===== src/rtl/carry_skip_pkg.sv =====
// Shared types and sizing helpers for the iterative carry-skip adder.
// Optional overflow output is controlled by CARRY_SKIP_OVERFLOW_EN.
package carry_skip_pkg;

   typedef enum logic [1:0] {
      IDLE = 2'd0,
      BUSY = 2'd1,
      DONE = 2'd2
   } state_e;

   function automatic int num_blocks(input int n, input int b);
      return n / b;
   endfunction

   function automatic int skip_cnt_width(input int n, input int b);
      return $clog2((n / b) + 1);
   endfunction

endpackage


===== src/rtl/iterative_carry_skip_adder_if.sv =====
// Operand/result handshake bundle of the iterative carry-skip adder.
// The overflow signal exists only when CARRY_SKIP_OVERFLOW_EN is defined.
interface iterative_carry_skip_adder_if
   import carry_skip_pkg::*;
#(
   parameter int N = 32,
   parameter int B = 8
);
   localparam int SW = skip_cnt_width(N, B);

   logic          in_valid;
   logic          in_ready;
   logic [N-1:0]  a;
   logic [N-1:0]  b;
   logic          carry_in;
   logic          out_valid;
   logic          out_ready;
   logic [N-1:0]  c;
   logic          carry_out;
   logic [SW-1:0] skip_count;
`ifdef CARRY_SKIP_OVERFLOW_EN
   logic          overflow;

   modport master (
      output in_valid, a, b, carry_in, out_ready,
      input  in_ready, out_valid, c, carry_out, skip_count, overflow
   );
   modport slave (
      input  in_valid, a, b, carry_in, out_ready,
      output in_ready, out_valid, c, carry_out, skip_count, overflow
   );
`else
   modport master (
      output in_valid, a, b, carry_in, out_ready,
      input  in_ready, out_valid, c, carry_out, skip_count
   );
   modport slave (
      input  in_valid, a, b, carry_in, out_ready,
      output in_ready, out_valid, c, carry_out, skip_count
   );
`endif

endinterface


===== src/rtl/carry_skip_block.sv =====
// One B-bit ripple-carry block with all-propagate detection and skip mux.
module carry_skip_block #(
   parameter int B = 8
) (
   input  logic [B-1:0] a,
   input  logic [B-1:0] b,
   input  logic         carry_in,
   output logic [B-1:0] sum,
   output logic         carry_out,
   output logic         skipped
);
   logic [B-1:0] p_s;
   logic [B-1:0] g_s;
   logic         ripple_s;

   // Ripple chain plus bypass when every bit propagates.
   always_comb begin
      p_s      = a ^ b;
      g_s      = a & b;
      ripple_s = carry_in;
      sum      = '0;
      for (int i = 0; i < B; i++) begin
         sum[i]   = p_s[i] ^ ripple_s;
         ripple_s = g_s[i] | (p_s[i] & ripple_s);
      end
      skipped   = &p_s;
      carry_out = skipped ? carry_in : ripple_s;
   end

endmodule


===== src/rtl/iterative_carry_skip_adder.sv =====
// Iterative carry-skip adder: one B-bit block per cycle, LSB block first.
// Define CARRY_SKIP_OVERFLOW_EN to add the registered signed-overflow output.
module iterative_carry_skip_adder
   import carry_skip_pkg::*;
#(
   parameter int N = 32,
   parameter int B = 8
) (
   input  logic                        clock,
   input  logic                        reset,
   iterative_carry_skip_adder_if.slave bus
);
   localparam int K  = num_blocks(N, B);
   localparam int SW = skip_cnt_width(N, B);
   localparam int IW = (K > 1) ? $clog2(K) : 1;
   localparam logic [IW-1:0] LAST_IDX = IW'(K - 1);

   state_e        state_r;
   state_e        state_next_s;
   logic [N-1:0]  a_sh_r;
   logic [N-1:0]  b_sh_r;
   logic [N-1:0]  sum_r;
   logic          carry_r;
   logic [IW-1:0] idx_r;
   logic [SW-1:0] skip_acc_r;
   logic [N-1:0]  c_r;
   logic          carry_out_r;
   logic [SW-1:0] skip_count_r;

   logic [B-1:0]  blk_sum_s;
   logic          blk_cout_s;
   logic          blk_skip_s;
   logic [N-1:0]  blk_ext_s;
   logic [N-1:0]  sum_next_s;
   logic [SW-1:0] skip_next_s;
   logic          accept_s;
   logic          last_s;
   logic          finish_s;

   carry_skip_block #(.B(B)) u_block (
      .a         (a_sh_r[B-1:0]),
      .b         (b_sh_r[B-1:0]),
      .carry_in  (carry_r),
      .sum       (blk_sum_s),
      .carry_out (blk_cout_s),
      .skipped   (blk_skip_s)
   );

   // Control qualifiers and the next partial sum shifted in from the top.
   always_comb begin
      accept_s    = (state_r == IDLE) && bus.in_valid && !reset;
      last_s      = (idx_r == LAST_IDX);
      finish_s    = (state_r == BUSY) && last_s;
      blk_ext_s   = '0;
      blk_ext_s[B-1:0] = blk_sum_s;
      sum_next_s  = (sum_r >> B) | (blk_ext_s << (N - B));
      skip_next_s = skip_acc_r + SW'(blk_skip_s);
   end

   // Next-state logic.
   always_comb begin
      state_next_s = state_r;
      case (state_r)
         IDLE: begin
            if (bus.in_valid) state_next_s = BUSY;
            else              state_next_s = IDLE;
         end
         BUSY: begin
            if (last_s) state_next_s = DONE;
            else        state_next_s = BUSY;
         end
         DONE: begin
            if (bus.out_ready) state_next_s = IDLE;
            else               state_next_s = DONE;
         end
         default: state_next_s = IDLE;
      endcase
   end

   // State register.
   always_ff @(posedge clock) begin
      if (reset) state_r <= IDLE;
      else       state_r <= state_next_s;
   end

   // Operand shift registers, carry, block index and skip accumulator.
   always_ff @(posedge clock) begin
      if (reset) begin
         a_sh_r     <= '0;
         b_sh_r     <= '0;
         sum_r      <= '0;
         carry_r    <= 1'b0;
         idx_r      <= '0;
         skip_acc_r <= '0;
      end else if (accept_s) begin
         a_sh_r     <= bus.a;
         b_sh_r     <= bus.b;
         sum_r      <= '0;
         carry_r    <= bus.carry_in;
         idx_r      <= '0;
         skip_acc_r <= '0;
      end else if (state_r == BUSY) begin
         a_sh_r     <= a_sh_r >> B;
         b_sh_r     <= b_sh_r >> B;
         sum_r      <= sum_next_s;
         carry_r    <= blk_cout_s;
         idx_r      <= idx_r + IW'(1);
         skip_acc_r <= skip_next_s;
      end
   end

   // Result registers, loaded only when the last block completes.
   always_ff @(posedge clock) begin
      if (reset) begin
         c_r          <= '0;
         carry_out_r  <= 1'b0;
         skip_count_r <= '0;
      end else if (finish_s) begin
         c_r          <= sum_next_s;
         carry_out_r  <= blk_cout_s;
         skip_count_r <= skip_next_s;
      end
   end

`ifdef CARRY_SKIP_OVERFLOW_EN
   logic overflow_r;

   // Carry into the MSB is recovered from the MSB sum bit and its operands.
   always_ff @(posedge clock) begin
      if (reset) begin
         overflow_r <= 1'b0;
      end else if (finish_s) begin
         overflow_r <= blk_sum_s[B-1] ^ a_sh_r[B-1] ^ b_sh_r[B-1] ^ blk_cout_s;
      end
   end

   assign bus.overflow = overflow_r;
`endif

   assign bus.in_ready   = (state_r == IDLE) && !reset;
   assign bus.out_valid  = (state_r == DONE);
   assign bus.c          = c_r;
   assign bus.carry_out  = carry_out_r;
   assign bus.skip_count = skip_count_r;

endmodule

===== src/flat_wrapper.sv =====
// flat-port wrapper written by rule: the top's interface ports become plain ports
module iterative_carry_skip_adder_flat import carry_skip_pkg::*;
#(
   parameter int N = 32,
   parameter int B = 8
)
  (clock, reset, bus_in_valid, bus_a, bus_b, bus_carry_in, bus_out_ready, bus_in_ready, bus_out_valid, bus_c, bus_carry_out, bus_skip_count);
  iterative_carry_skip_adder_if #(.N(N), .B(B)) bus_i ();
  input  logic clock;
  input  logic reset;
  input wire logic [$bits(bus_i.in_valid)-1:0] bus_in_valid;
  input wire logic [$bits(bus_i.a)-1:0] bus_a;
  input wire logic [$bits(bus_i.b)-1:0] bus_b;
  input wire logic [$bits(bus_i.carry_in)-1:0] bus_carry_in;
  input wire logic [$bits(bus_i.out_ready)-1:0] bus_out_ready;
  output wire logic [$bits(bus_i.in_ready)-1:0] bus_in_ready;
  output wire logic [$bits(bus_i.out_valid)-1:0] bus_out_valid;
  output wire logic [$bits(bus_i.c)-1:0] bus_c;
  output wire logic [$bits(bus_i.carry_out)-1:0] bus_carry_out;
  output wire logic [$bits(bus_i.skip_count)-1:0] bus_skip_count;
  assign bus_i.in_valid = bus_in_valid;
  assign bus_i.a = bus_a;
  assign bus_i.b = bus_b;
  assign bus_i.carry_in = bus_carry_in;
  assign bus_i.out_ready = bus_out_ready;
  assign bus_in_ready = bus_i.in_ready;
  assign bus_out_valid = bus_i.out_valid;
  assign bus_c = bus_i.c;
  assign bus_carry_out = bus_i.carry_out;
  assign bus_skip_count = bus_i.skip_count;
  iterative_carry_skip_adder #(.N(N), .B(B)) u_core (.clock(clock), .reset(reset), .bus(bus_i));
endmodule

===== config.mk =====
export PLATFORM = sky130hd
export DESIGN_NAME = iterative_carry_skip_adder_flat
export DESIGN_NICKNAME = d
export VERILOG_FILES = /design/src/rtl/carry_skip_pkg.sv /design/src/rtl/iterative_carry_skip_adder_if.sv /design/src/rtl/carry_skip_block.sv /design/src/rtl/iterative_carry_skip_adder.sv /design/src/flat_wrapper.sv
export SDC_FILE = /design/constraint.sdc
export NUM_CORES = 1
export LEC_CHECK = 0
export ABC_CLOCK_PERIOD_IN_PS = 6500
export CAP_MARGIN = 40
export CORE_MARGIN = 3
export CORE_UTILIZATION = 33
export DETAILED_ROUTE_END_ITERATION = 6
export GPL_TIMING_DRIVEN = 0
export PLACE_DENSITY = 0.54
export SLEW_MARGIN = 10
export SYNTH_ARGS = -nofsm -noshare
export SYNTH_HDL_FRONTEND = slang
export SYNTH_SLANG_ARGS = --single-unit

===== constraint.sdc =====
create_clock -name clock -period 6.5 [get_ports clock]
set_input_delay 0.975 -clock clock [delete_from_list [all_inputs] [get_ports clock]]
set_output_delay 0.975 -clock clock [all_outputs]
set_load 0.01 [all_outputs]

==> flow_results.org, run 1 <==
** Outcome
- The run finished with clean final reports.

** Die
- Measured along the y axis, the die boundary spans 131.6 microns.
- Floorplan core area :: 15310 sq um
- DIE AREA :: 17310 sq um
- Boundary Pins :: 107
- The die is 131.6 microns wide.
- For this configuration, the core starts out at a cell density of 33.97%.
- Num rows :: 45

** Min path
- Worst min-delay path category :: register to register
- In this run the most critical hold path is launched from u_core.a_sh_r[11].
- Worst-case hold path end point :: u_core.a_sh_r[11]
- Hold path cells :: 2

** Worst setup path
- The worst register-to-register path begins at u_core.b_sh_r[0].
- Cell type group with the largest total delay on the critical path :: adder cells
- By instance count, the cell type seen most on the critical path is fa_1.
- Source of the critical timing path :: u_core.b_sh_r[0]
- Crit path largest cell delay :: 470 ps
- Data arrives at the worst endpoint at 4500 ps.
- Counting cells, the worst reg-to-reg path comes to 12.
- Worst path cell trace :: inv_1 > fa_1 > inv_1 > fa_1 > fa_1 > fa_1 > fa_1 > fa_1 > fa_1 > inv_1 > fa_1 > a211oi_1
- STA classifies the critical path startpoint as a register.
- The worst register-to-register path has a setup slack of 2330 ps.
- Category of the most critical setup path :: register to register
- STA puts the critical path data required time at 6830 ps.
- Together, buffers and inverters on the worst path number 3.
- Nature of the critical path endpoint :: register
- The slowest stage of the critical path belongs to the cell fa_1.
- The endpoint identified for the worst register-to-register timing path is u_core.bus.c[31].
- Top fanout value on the critical path :: 3

** Finish
- Counting the fill cells in the layout gives 1525.
- Final core area utilization :: 46.90%
- In the final layout, the multi-input gates occupy 2297 sq um.
- Once layout is done, the placed cells without fillers occupy 7183 sq um.
- The net count of the finished layout is 829.
- 0 antenna diodes ended up in the layout.
- Excluding fillers, the count of instances in the completed layout stands at 965.
- Across the whole layout, storage elements account for 2643 sq um.
- Share of cells above drive strength 1 :: 7.294%
- The area growth from synthesis to layout is 38.07%.

** Drt
- Number of optimization iterations in the first detailed-route pass :: 5
- Summing over every cut layer, the via total after detailed routing is 4665.
- First-iteration detailed-routing DRC count :: 244
- Summed over all nets, wire length on met2 after detailed routing comes to 6844 microns.
- After detailed routing, the met3 layer carries 891 microns of wire.
- Sum of routed wire segments on met1 :: 6754 microns
- Via-to-Cell Ratio :: 4.834
- Number of remaining DRC errors :: 0
- Wires add up to 14680 microns.
- Routed wire per std cell :: 15.21 microns
- Top routing layer in use :: met4
- Antenna viol nets, final :: 0

** Placed design
- At the end of routability-driven placement, the weighted congestion stood at 0.8243.
- # port buffers :: 105
- The placed instances occupy a cell area of 6518 sq um.
- Post-detail-place hpwl :: 11210 microns
- Cell Count Post-Placement :: 933

** Power and ir drop
- Post-layout total power :: 2.115 mW
- Flop pwr share :: 40.6%
- Standby leakage power :: 2.511 nW
- Switching Fraction :: 22.55%
- Portion of total power attributed to the clock network :: 50.4%
- Maximum resistive drop on vdd :: 0.0001782 V
- Power spread over the standard cell area amounts to 294.4 nW/um^2.
- Net switching power figure :: 0.4767 mW
- Fraction of power consumed by combinational cells :: 8.9%
- The internal portion of the total power is 1.638 mW.

** Job
- Number of violations of the max-capacitance limit :: 0

** Clocking
- Buffers inserted to repair hold after CTS numbered 0.
- The tree is rooted in a clkbuf_16.
- After clock tree synthesis, the setup repair step added 0 buffers.
- Total of cells resized after clock tree synthesis :: 0
- Deepest level of the CTS H-tree :: 4
- The clock reaches the later pin of the worst-skew pair after 420 ps.
- In this run, CTS created clock tree buffers numbering 17.
- Number of buffers between clock root and the deepest sink :: 2
- Clock-pin slew was measured on the worst setup and hold paths at 60 ps.
- TritonCTS built the clock tree.
- CTS saw 132 sinks.

** Global routing
- Gr usage total :: 17.45%
- Maximum number of pins on one net before global-route repair :: 17
- Initial antenna violation count :: 0
- First-pass GRT wire length :: 23980 microns
- Vias in the first global route :: 4665
- Summed over all layers, the global routing overflow is 0.

** Logic synthesis
- By instance count, the leading cell after synthesis is nand2_1.
- Leading post-synthesis cells by instance count :: nand2_1 (179), dfxtp_1 (132), a21oi_1 (122)
- In this run, synthesis inferred 0 flip-flops with an integrated enable.
- Counting flops with an async set or reset pin after synthesis yields a share of 0%.
- In this run the mean area of a mapped cell was 8.432 sq um.
- Synthesis produced a netlist whose cell count is 617.
- Of the synthesized area, sequential elements account for 50.79%.
- Ranked by total cell area, the synthesized netlist is headed by dfxtp_1 (51%), nand2_1 (13%), a21oi_1 (12%).
- The synthesized netlist occupies a cell area of 5202 sq um.
- In the synthesized netlist the dominant register cell turns out to be dfxtp_1.
- The synthesized design contains 132 register bits.
- Yosys warning count :: 0
- The biggest area contributor in the post-synthesis netlist is dfxtp_1.
- Area share of the largest cell type after synthesis :: 50.79%
- The number of nets in the synthesized netlist is 705.
- Unique masters post-synth :: 33

** Timing
- Final Skew :: 7.830 ps
- Setup violations remaining at the end of the flow were counted as 0.
- For the pin with the worst max-slew slack, the measured transition is 719.7 ps.
- Summed over all failing endpoints, the final setup total negative slack is 0 ps.
- Timing would allow up to 239.8 MHz.
- RSZ-0062 raised after global routing :: no
- The count of final max-slew check failures is 0.
- Slew Limit Headroom :: 52.02%
- Min cycle time layout :: 4170 ps
- Final hold violation count :: 0
- Of the available clock period, the critical path in the final layout requires 64.15%.
[state kept, by name, indices dropped and copies added, names as in the netlist]
name / cells
u_core.skip_acc_r: 3
u_core.state_r: 2
u_core.b_sh_r: 32
u_core.carry_r: 1
u_core.bus.carry_out: 1
u_core.bus.skip_count: 3
u_core.a_sh_r: 32
u_core.idx_r: 2
u_core.bus.c: 32
u_core.sum_r: 24
[cell type report]
cell class	count	share of cell area (%)
clock inverter	7	1.951
inverter	7	0.3658
multi-input combinational	426	31.98
buffer	52	3.292
timing repair buffer	105	14.63
clock buffer	25	7.316
sequential	132	36.79
tap	211	3.675
[how the worst max path moves through the flow]
stage / end / slack, ps / depth (start not counted)
2_1_floorplan: u_core.sum_r[31] / 2500 / 12
3_3_place_gp: u_core.sum_r[31] / 2360 / 12
3_5_place_dp: u_core.sum_r[31] / 2300 / 12
4_1_cts: u_core.sum_r[31] / 2310 / 12
5_1_grt: u_core.sum_r[31] / 2090 / 12
6_report: u_core.bus.c[31] / 2330 / 12
[layout by cell type, fill, tap and decap left out, types with 7 or more instances in the layout]
master,n
clkdlybuf4s50_1,105
a22oi_1,49
clkbuf_8,7
inv_1,7
dfxtp_1,132
nand2_1,179
clkbuf_1,28
fa_1,8
a21oi_1,122
buf_2,18
nand3_1,17
clkbuf_16,17
ha_1,11
nor2_1,9
[cells by family (layout without fill, tap and decap cells)]
family,after synthesis,in the layout,share of synthesized area (%)
AO/OA/AOI/OAI,181,181,20.20
XOR/XNOR,3,3,0.5051
adder cells (fa/ha/maj),19,19,5.724
AND/OR/NAND/NOR,223,223,17.72
buffers and inverters,59,196,5.051
flip-flops,132,132,50.79
[power by group through the flow]
| stage | logic (mW) | registers [mW] | clock network, mW |
|---|---|---|---|
| after floorplan | 0.104 | 0.870 | 0 |
| after global placement | 0.188 | 0.876 | 0 |
| after detailed placement | 0.189 | 0.877 | 0 |
| after CTS | 0.191 | 0.860 | 1.08 |
| after global routing | 0.211 | 0.863 | 1.12 |
| final | 0.189 | 0.860 | 1.07 |
[worst min-delay path, stage by stage, from the launching register on]
cell and delay (ps):
dfxtp_1 310, nand2_1 50, a21oi_1 50
[per-stage QoR]
step                      setup WS, ps  hold slack (ps)
final                             2330            453.0
after global routing              2089            473.4
after CTS                         2314            453.6
after detailed placement          2302            446.0
after global placement            2359            445.3
after floorplan                   2501            432.1
[metal layers]
layer / track usage [%] / vias up
met3: 5.360 / 12
met5: 0 / -
li1: - / 2346
met1: 22.73 / 2179
met4: 5.543 / 0
met2: 27.74 / 128
Note: power is estimated with default switching activity, not from simulation.
==> inputs of run 2 (changes only) <==
Settings changed: ABC_CLOCK_PERIOD_IN_PS 6500 to 3900.
Clock period 6.5 ns to 3.9 ns, I/O delays scaled along.
==> run 2 against run 1 <==
Effect of this change:
- sequential power up 66%
- critical path depth stayed put
- cell area down 0.91%
- critical endpoint unchanged
==> flow_results.org, run 2 (synthesis gave the netlist of run 1 again) <==
** Outcome
- Status: finished, final reports clean (unchanged).

** Clocking
- The clock insertion delay at the later pin of the skew report was 410 ps (was 420 ps).
- The number of post-CTS setup repair buffers came to 0 (unchanged).
- CTS sink count :: 132 (unchanged)
- CTS tree :: built (unchanged)
- Clock transition at path regs :: 60 ps (about the same)
- The total clock buffers created by CTS came to 17 (unchanged).
- The buffer type at the clock tree root is clkbuf_16 (unchanged).
- The number of levels the H-tree was split into was 4 (unchanged).
- The number of buffers on the longest clock path is 2 (unchanged).

** Min path
- Startpoint of the tightest hold check path :: u_core.bus.c[6] (was u_core.a_sh_r[11])
- The type of the worst min-delay path is register to register (unchanged).
- The sink of the worst hold path is u_core.bus.c[6] (was u_core.a_sh_r[11]).
- The hold path depth came to 2 (unchanged).

** Drt
- Routed wire per std cell :: 15.26 microns (was 15.21 microns)
- Antenna viol nets, final :: 0 (unchanged)
- The DRC violation total after the first TritonRoute iteration is 264 (was 244).
- WL final :: 14730 microns (was 14680 microns)
- The DRC violation count after routing came to 0 (unchanged).
- The overall via count from detail_route is 4614 (was 4665).
- The average via count per standard cell came to 4.781 (was 4.834).
- The number of search-and-repair iterations in the first detailed-routing pass is 6 (was 5).

** Timing
- RSZ-0062 raised after global routing :: no (unchanged)
- Period utilisation layout :: 96.02% (was 64.15%)
- The count of final max-slew check failures came to 0 (unchanged).
- # setup viols final :: 0 (unchanged)
- Transition at the pin with the smallest max-transition slack :: 707.0 ps (was 719.7 ps)
- TNS Setup :: 0 ps (unchanged)
- Final hold violation count :: 0 (unchanged)
- Slew Limit Headroom :: 52.87% (was 52.02%)
- The highest achievable clock rate came to 267.0 MHz (was 239.8 MHz).
- Final Skew :: 6.512 ps (was 7.830 ps)
- The final-layout worst hold slack is 450.5 ps (was 453.0 ps).
- Setup slack after layout :: 155.1 ps (was 2330 ps)
- The post-route minimum period came to 3745 ps (was 4170 ps).

** Worst setup path
- Reg2reg start :: u_core.carry_r (was u_core.b_sh_r[0])
- The data arrival at the endpoint of the critical path is 4070 ps (was 4500 ps).
- The reg-to-reg critical path endpoint was u_core.bus.c[31] (unchanged).
- The slack of the worst reg-to-reg path came to 160 ps (was 2330 ps).
- The worst path required time was 4230 ps (was 6830 ps).
- Nature of the critical path endpoint :: register (unchanged)
- Category of the most critical setup path :: register to register (unchanged)
- Top fanout value on the critical path :: 3 (unchanged)
- Logic depth of the worst register-to-register path :: 12 (unchanged)
- Kind of launch point of the worst setup path :: register (unchanged)

** Finish
- The number of antenna cells inserted was 0 (unchanged).
- Most common cell after layout, fill and taps aside :: nand2_1 (unchanged)
- Leading cell types in the layout, fill and taps excluded :: nand2_1 (179), dfxtp_1 (130), a21oi_1 (122), clkdlybuf4s50_1 (105), a22oi_1 (49) (was nand2_1 (179), dfxtp_1 (132), a21oi_1 (122), clkdlybuf4s50_1 (105), a22oi_1 (49))
- The number of nets in the final layout was 829 (unchanged).
- The layout cell share with drive strength beyond 1 came to 8.355% (was 7.294%).
- The layout-stage area growth over the synthesis result came to 36.82% (was 38.07%).
- Number of standard cells in the final layout excluding fillers :: 965 (unchanged)

** Placed design
- The worst setup slack before clock tree synthesis was -218.6 ps (was 2302 ps).
- Cell Count Post-Placement :: 933 (unchanged)
- Placer congestion estimate :: 0.8218 (was 0.8243)
- # port buffers :: 105 (unchanged)
- Post-detail-place hpwl :: 11310 microns (was 11210 microns)

** Power and ir drop
- Switching Fraction :: 23.87% (was 22.55%)
- The power share of the sequential group is 43.4% (was 40.6%).
- The leakage power total was 2.452 nW (was 2.511 nW).
- The net load switching power was 0.7891 mW (was 0.4767 mW).
- The power consumption was 3.306 mW (was 2.115 mW).
- The combinational power share is 9.7% (was 8.9%).
- Internal :: 2.517 mW (was 1.638 mW)
- The power density relative to cell area was 464.5 nW/um^2 (was 294.4 nW/um^2).
- The share of power burned in the clock network came to 46.9% (was 50.4%).
- The maximum ir drop on the vdd rail came to 0.0003164 V (was 0.0001782 V).

** Die
- The effective utilization at floorplan is 33.97% (unchanged).
- Horiz. Die Dim :: 131.6 microns (unchanged)
- Die height :: 131.6 microns (unchanged)
- The area of the core was 15310 sq um (unchanged).
- The die footprint was 17310 sq um (unchanged).
- Boundary Pins :: 107 (unchanged)
- Num rows :: 45 (unchanged)

** Global routing
- The first-pass GRT wire length was 23850 microns (was 23980 microns).
- Maximum number of pins on one net before global-route repair :: 17 (unchanged)
- The total congestion overflow was 0 (unchanged).
- The number of global-route vias before repair came to 4609 (was 4665).
- Initial antenna violation count :: 0 (unchanged)
- The global-route usage over all layers is 17.35% (was 17.45%).

** Job
- Number of violations of the max-capacitance limit :: 0 (unchanged)
## run 2: worst max-delay path: stages, from the launching register on
cell      delay, ps
dfxtp_1         330
inv_2            80
fa_2            190
inv_1            50
fa_2            350
fa_2            400
fa_2            350
fa_2            350
fa_2            410
fa_1            420
inv_1            80
fa_1            460
a211oi_2        200
## run 2: power groups by stage
stage | combinational, mW | clock [mW] | sequential, mW
2_1_floorplan | 0.174 | 0 | 1.45
3_3_place_gp | 0.314 | 0 | 1.46
3_5_place_dp | 0.317 | 0 | 1.46
4_1_cts | 0.321 | 1.58 | 1.43
5_1_grt | 0.353 | 1.64 | 1.44
6_report | 0.321 | 1.55 | 1.43
## run 2: area by class of cell
type	instances	area, sq um
flip-flops and latches	132	2645
inverters	7	26.28
clock buffers	24	471.7
well taps	211	264.0
fillers	1518	8197
repair buffers	105	1051
plain buffers	52	236.5
multi-input cells	426	2322
clock inverters	8	101.3
## run 2: worst max-delay path by stage
stage	start	end	slack [ps]	depth (start not counted)
3_3_place_gp	u_core.b_sh_r[0]	u_core.sum_r[31]	-130	12
4_1_cts	u_core.carry_r	u_core.bus.c[31]	50	12
5_1_grt	u_core.carry_r	u_core.bus.c[31]	50	12
3_5_place_dp	u_core.b_sh_r[0]	u_core.bus.c[31]	-220	12
2_1_floorplan	u_core.carry_r	u_core.sum_r[31]	3	12
6_report	u_core.carry_r	u_core.bus.c[31]	160	12
## run 2: stage by stage
stage / util, % / cell area (sq um)
floorplan: - / 5207
global placement: 42.59 / 6523
detailed placement: 42.59 / 6523
CTS: 46.45 / 7114
global route: 46.48 / 7118
finish: 46.48 / 7118
## run 2: routing by layer
layer / global-route usage [%] / up-vias / share of wire, %
met5: 0 / - / 0
met4: 6.243 / 0 / 2.1
met2: 27.42 / 116 / 46
met3: 4.556 / 20 / 4.4
li1: - / 2346 / -
met1: 22.90 / 2132 / 48
## run 2: timing repair
action | 4_1_cts | 5_1_grt
gates resized for setup | 6 | 4
setup endpoints to repair | 4 | 2
pin swaps | 4 | 7
hold buffers | 0 | 0
==> inputs of run 3 (changes only) <==
Settings changed: CTS_BUF_LIST from default to sky130_fd_sc_hd__clkbuf_4 sky130_fd_sc_hd__clkbuf_8 sky130_fd_sc_hd__clkbuf_16.
==> run 3 against run 2 <==
Effect of this change:
- flip-flop and latch count is the same
- cell area grew 0.26%
- sequential power is essentially flat
- first-iteration DRC count grew 13%
- maximum frequency is essentially flat
- worst hold slack is essentially flat
- non-clock buffer count is the same
- core utilization grew 0.12 points
- global-route usage is essentially flat
- combinational power is essentially flat
- register-to-register slack is essentially flat
==> flow_results.org, run 3 (synthesis gave the netlist of run 1 again) <==
** Finish
- The number of fill cells in the layout is 1517 (was 1518).
- The number of nets in the final layout was 829 (unchanged).
- Leading cell types in the layout, fill and taps excluded: nand2_1 (179), dfxtp_1 (130), a21oi_1 (122), clkdlybuf4s50_1 (105), a22oi_1 (49) (unchanged).
- Most common cell after layout, fill and taps aside :: nand2_1 (unchanged)
- Diode count :: 0 (unchanged)
- Area growth syn-to-layout :: 37.18% (was 36.82%)
- The layout cell share with drive strength beyond 1 is 9.019% (was 8.355%).
- The post-layout instance count excluding filler cells is 965 (unchanged).
- The cell area after layout is 7137 sq um (was 7118 sq um).

** Timing
- Peak Freq :: 267.1 MHz (was 267.0 MHz)
- RSZ-0062 raised after global routing :: no (unchanged)
- The ratio of final minimum period to clock period is 96.01% (was 96.02%).
- The largest clock skew in the final design was 7.003 ps (was 6.512 ps).
- # setup viols final :: 0 (unchanged)
- Final hold violation count :: 0 (unchanged)
- The slew at the pin closest to its max-slew limit came to 702.3 ps (was 707.0 ps).
- The post-route minimum period came to 3744 ps (was 3745 ps).
- Fin. max-slew vios :: 0 (unchanged)
- Slew Limit Headroom :: 53.18% (was 52.87%)

** Die
- Die height :: 131.6 microns (unchanged)
- Horiz. Die Dim :: 131.6 microns (unchanged)
- Floorplan core area :: 15310 sq um (unchanged)
- Num rows :: 45 (unchanged)
- DIE AREA :: 17310 sq um (unchanged)
- Effective utilization at floorplan :: 33.97% (unchanged)
- The boundary pin count came to 107 (unchanged).

** Worst setup path
- Reg2reg start :: u_core.carry_r (unchanged)
- Nature of the critical path endpoint :: register (unchanged)
- Top fanout value on the critical path :: 3 (unchanged)
- The data arrival at the endpoint of the critical path is 4070 ps (about the same).
- R2R setup slack :: 160 ps (about the same)
- Kind of launch point of the worst setup path :: register (unchanged)
- Source of the critical timing path :: u_core.carry_r (unchanged)
- Category of the most critical setup path :: register to register (unchanged)
- Logic depth of the worst register-to-register path :: 12 (unchanged)
- Required time at the endpoint of the critical path :: 4230 ps (about the same)
- The reg-to-reg critical path endpoint was u_core.bus.c[31] (unchanged).

** Placed design
- The number of I/O port buffers was 105 (unchanged).
- The estimated wirelength of the detail-placed design is 11310 microns (unchanged).
- The post-placement cell count is 933 (unchanged).
- Post-place instance area :: 6523 sq um (unchanged)
- Placer congestion estimate :: 0.8218 (unchanged)

** Drt
- Number of remaining DRC errors :: 0 (unchanged)
- Via-to-Cell Ratio :: 4.785 (was 4.781)
- The detail-routed net length per standard cell was 15.26 microns (about the same).
- WL final :: 14730 microns (about the same)
- Antenna viol nets, final :: 0 (unchanged)
- The overall via count from detail_route was 4618 (was 4614).
- First-iteration detailed-routing DRC count :: 297 (was 264)
- The number of search-and-repair iterations in the first detailed-routing pass is 4 (was 6).

** Min path
- The type of the worst min-delay path is register to register (unchanged).
- Hold path cells :: 2 (unchanged)
- The sink of the worst hold path is u_core.bus.c[6] (unchanged).
- Startpoint of the tightest hold check path :: u_core.bus.c[6] (unchanged)

** Job
- The reported max-cap violation count is 0 (unchanged).

** Global routing
- Vias in the first global route :: 4609 (unchanged)
- The first-pass GRT wire length came to 23870 microns (was 23850 microns).
- Total congestion overflow :: 0 (unchanged)
- Gr usage total :: 17.36% (was 17.35%)
- Maximum number of pins on one net before global-route repair :: 17 (unchanged)
- Initial antenna violation count :: 0 (unchanged)

** Clocking
- The TritonCTS clock tree is built (unchanged).
- The number of post-CTS setup repair buffers is 0 (unchanged).
- The buffer type at the clock tree root is clkbuf_16 (unchanged).
- The number of levels the H-tree was split into came to 4 (unchanged).
- The clock insertion delay at the later pin of the skew report is 410 ps (about the same).
- Clock buffers created by TritonCTS :: 17 (unchanged)
- Clock transition at path regs :: 60 ps (about the same)
- The clock sink total was 132 (unchanged).
- Number of buffers between clock root and the deepest sink :: 2 (unchanged)

** Power and ir drop
- Standby leakage power :: 2.469 nW (was 2.452 nW)
- The power density relative to cell area is 468.2 nW/um^2 (was 464.5 nW/um^2).
- Maximum resistive drop on vdd :: 0.0003192 V (was 0.0003164 V)

** Outcome
- Status: finished, final reports clean (unchanged).
## run 3: cell counts in the layout (fill, tap and decap cells not counted)
No cell type changed its count.
## run 3: worst max path at each step
stage | to | depth (start not counted) | slack [ps]
2_1_floorplan | u_core.sum_r[31] | 12 | 3
3_3_place_gp | u_core.sum_r[31] | 12 | -130
3_5_place_dp | u_core.bus.c[31] | 12 | -220
4_1_cts | u_core.bus.c[31] | 12 | 50
5_1_grt | u_core.bus.c[31] | 12 | 50
6_report | u_core.bus.c[31] | 12 | 160
## run 3: critical path, cell delays in order (launching register included)
cell	delay, ps
dfxtp_1	330
inv_2	80
fa_2	190
inv_1	50
fa_2	350
fa_2	400
fa_2	350
fa_2	350
fa_2	410
fa_1	420
inv_1	80
fa_1	460
a211oi_2	200
## run 3: per-layer routing
layer / GRT usage, % / vias to the layer above / share of wire (%)
li1: - / 2343 / -
met4: 6.243 / 0 / 2.1
met5: 0 / - / 0
met1: 22.90 / 2129 / 47
met3: 4.556 / 21 / 4.9
met2: 27.45 / 125 / 46
## run 3: area by class of cell
type                    instances  area, sq um  area share (%)
inverters                       7        26.28          0.3682
multi-input cells             426         2322           32.54
well taps                     211        264.0           3.699
plain buffers                  52        236.5           3.313
repair buffers                105         1051           14.73
clock buffers                  24        490.5           6.872
clock inverters                 8        101.3           1.420
flip-flops and latches        132         2645           37.06
## run 3: repair_timing
action,4_1_cts,5_1_grt
pin swaps,4,7
hold endpoints to repair,0,0
hold buffers,0,0
resized for setup,6,4
endpoints found under the setup margin,4,2
## run 3: where the power goes
group          switching [mW]  internal (mW)  total (mW)
Combinational           0.176          0.145       0.321
Clock                   0.578           1.01        1.59
Sequential             0.0357           1.40        1.43
## run 3: through the flow
stage          hold WS (ps)  util [%]  setup slack [ps]  setup TNS (ps)  power, mW
6_report              450.5     46.60             155.8               0      3.341
4_1_cts               453.3     46.58             47.69               0      3.367
3_5_place_dp          445.2     42.59            -218.6          -513.1      1.780
2_1_floorplan         432.1         -             2.879               0      1.624
5_1_grt               467.9     46.60             54.89               0      3.467
3_3_place_gp          444.7     42.59            -128.0          -249.0      1.774
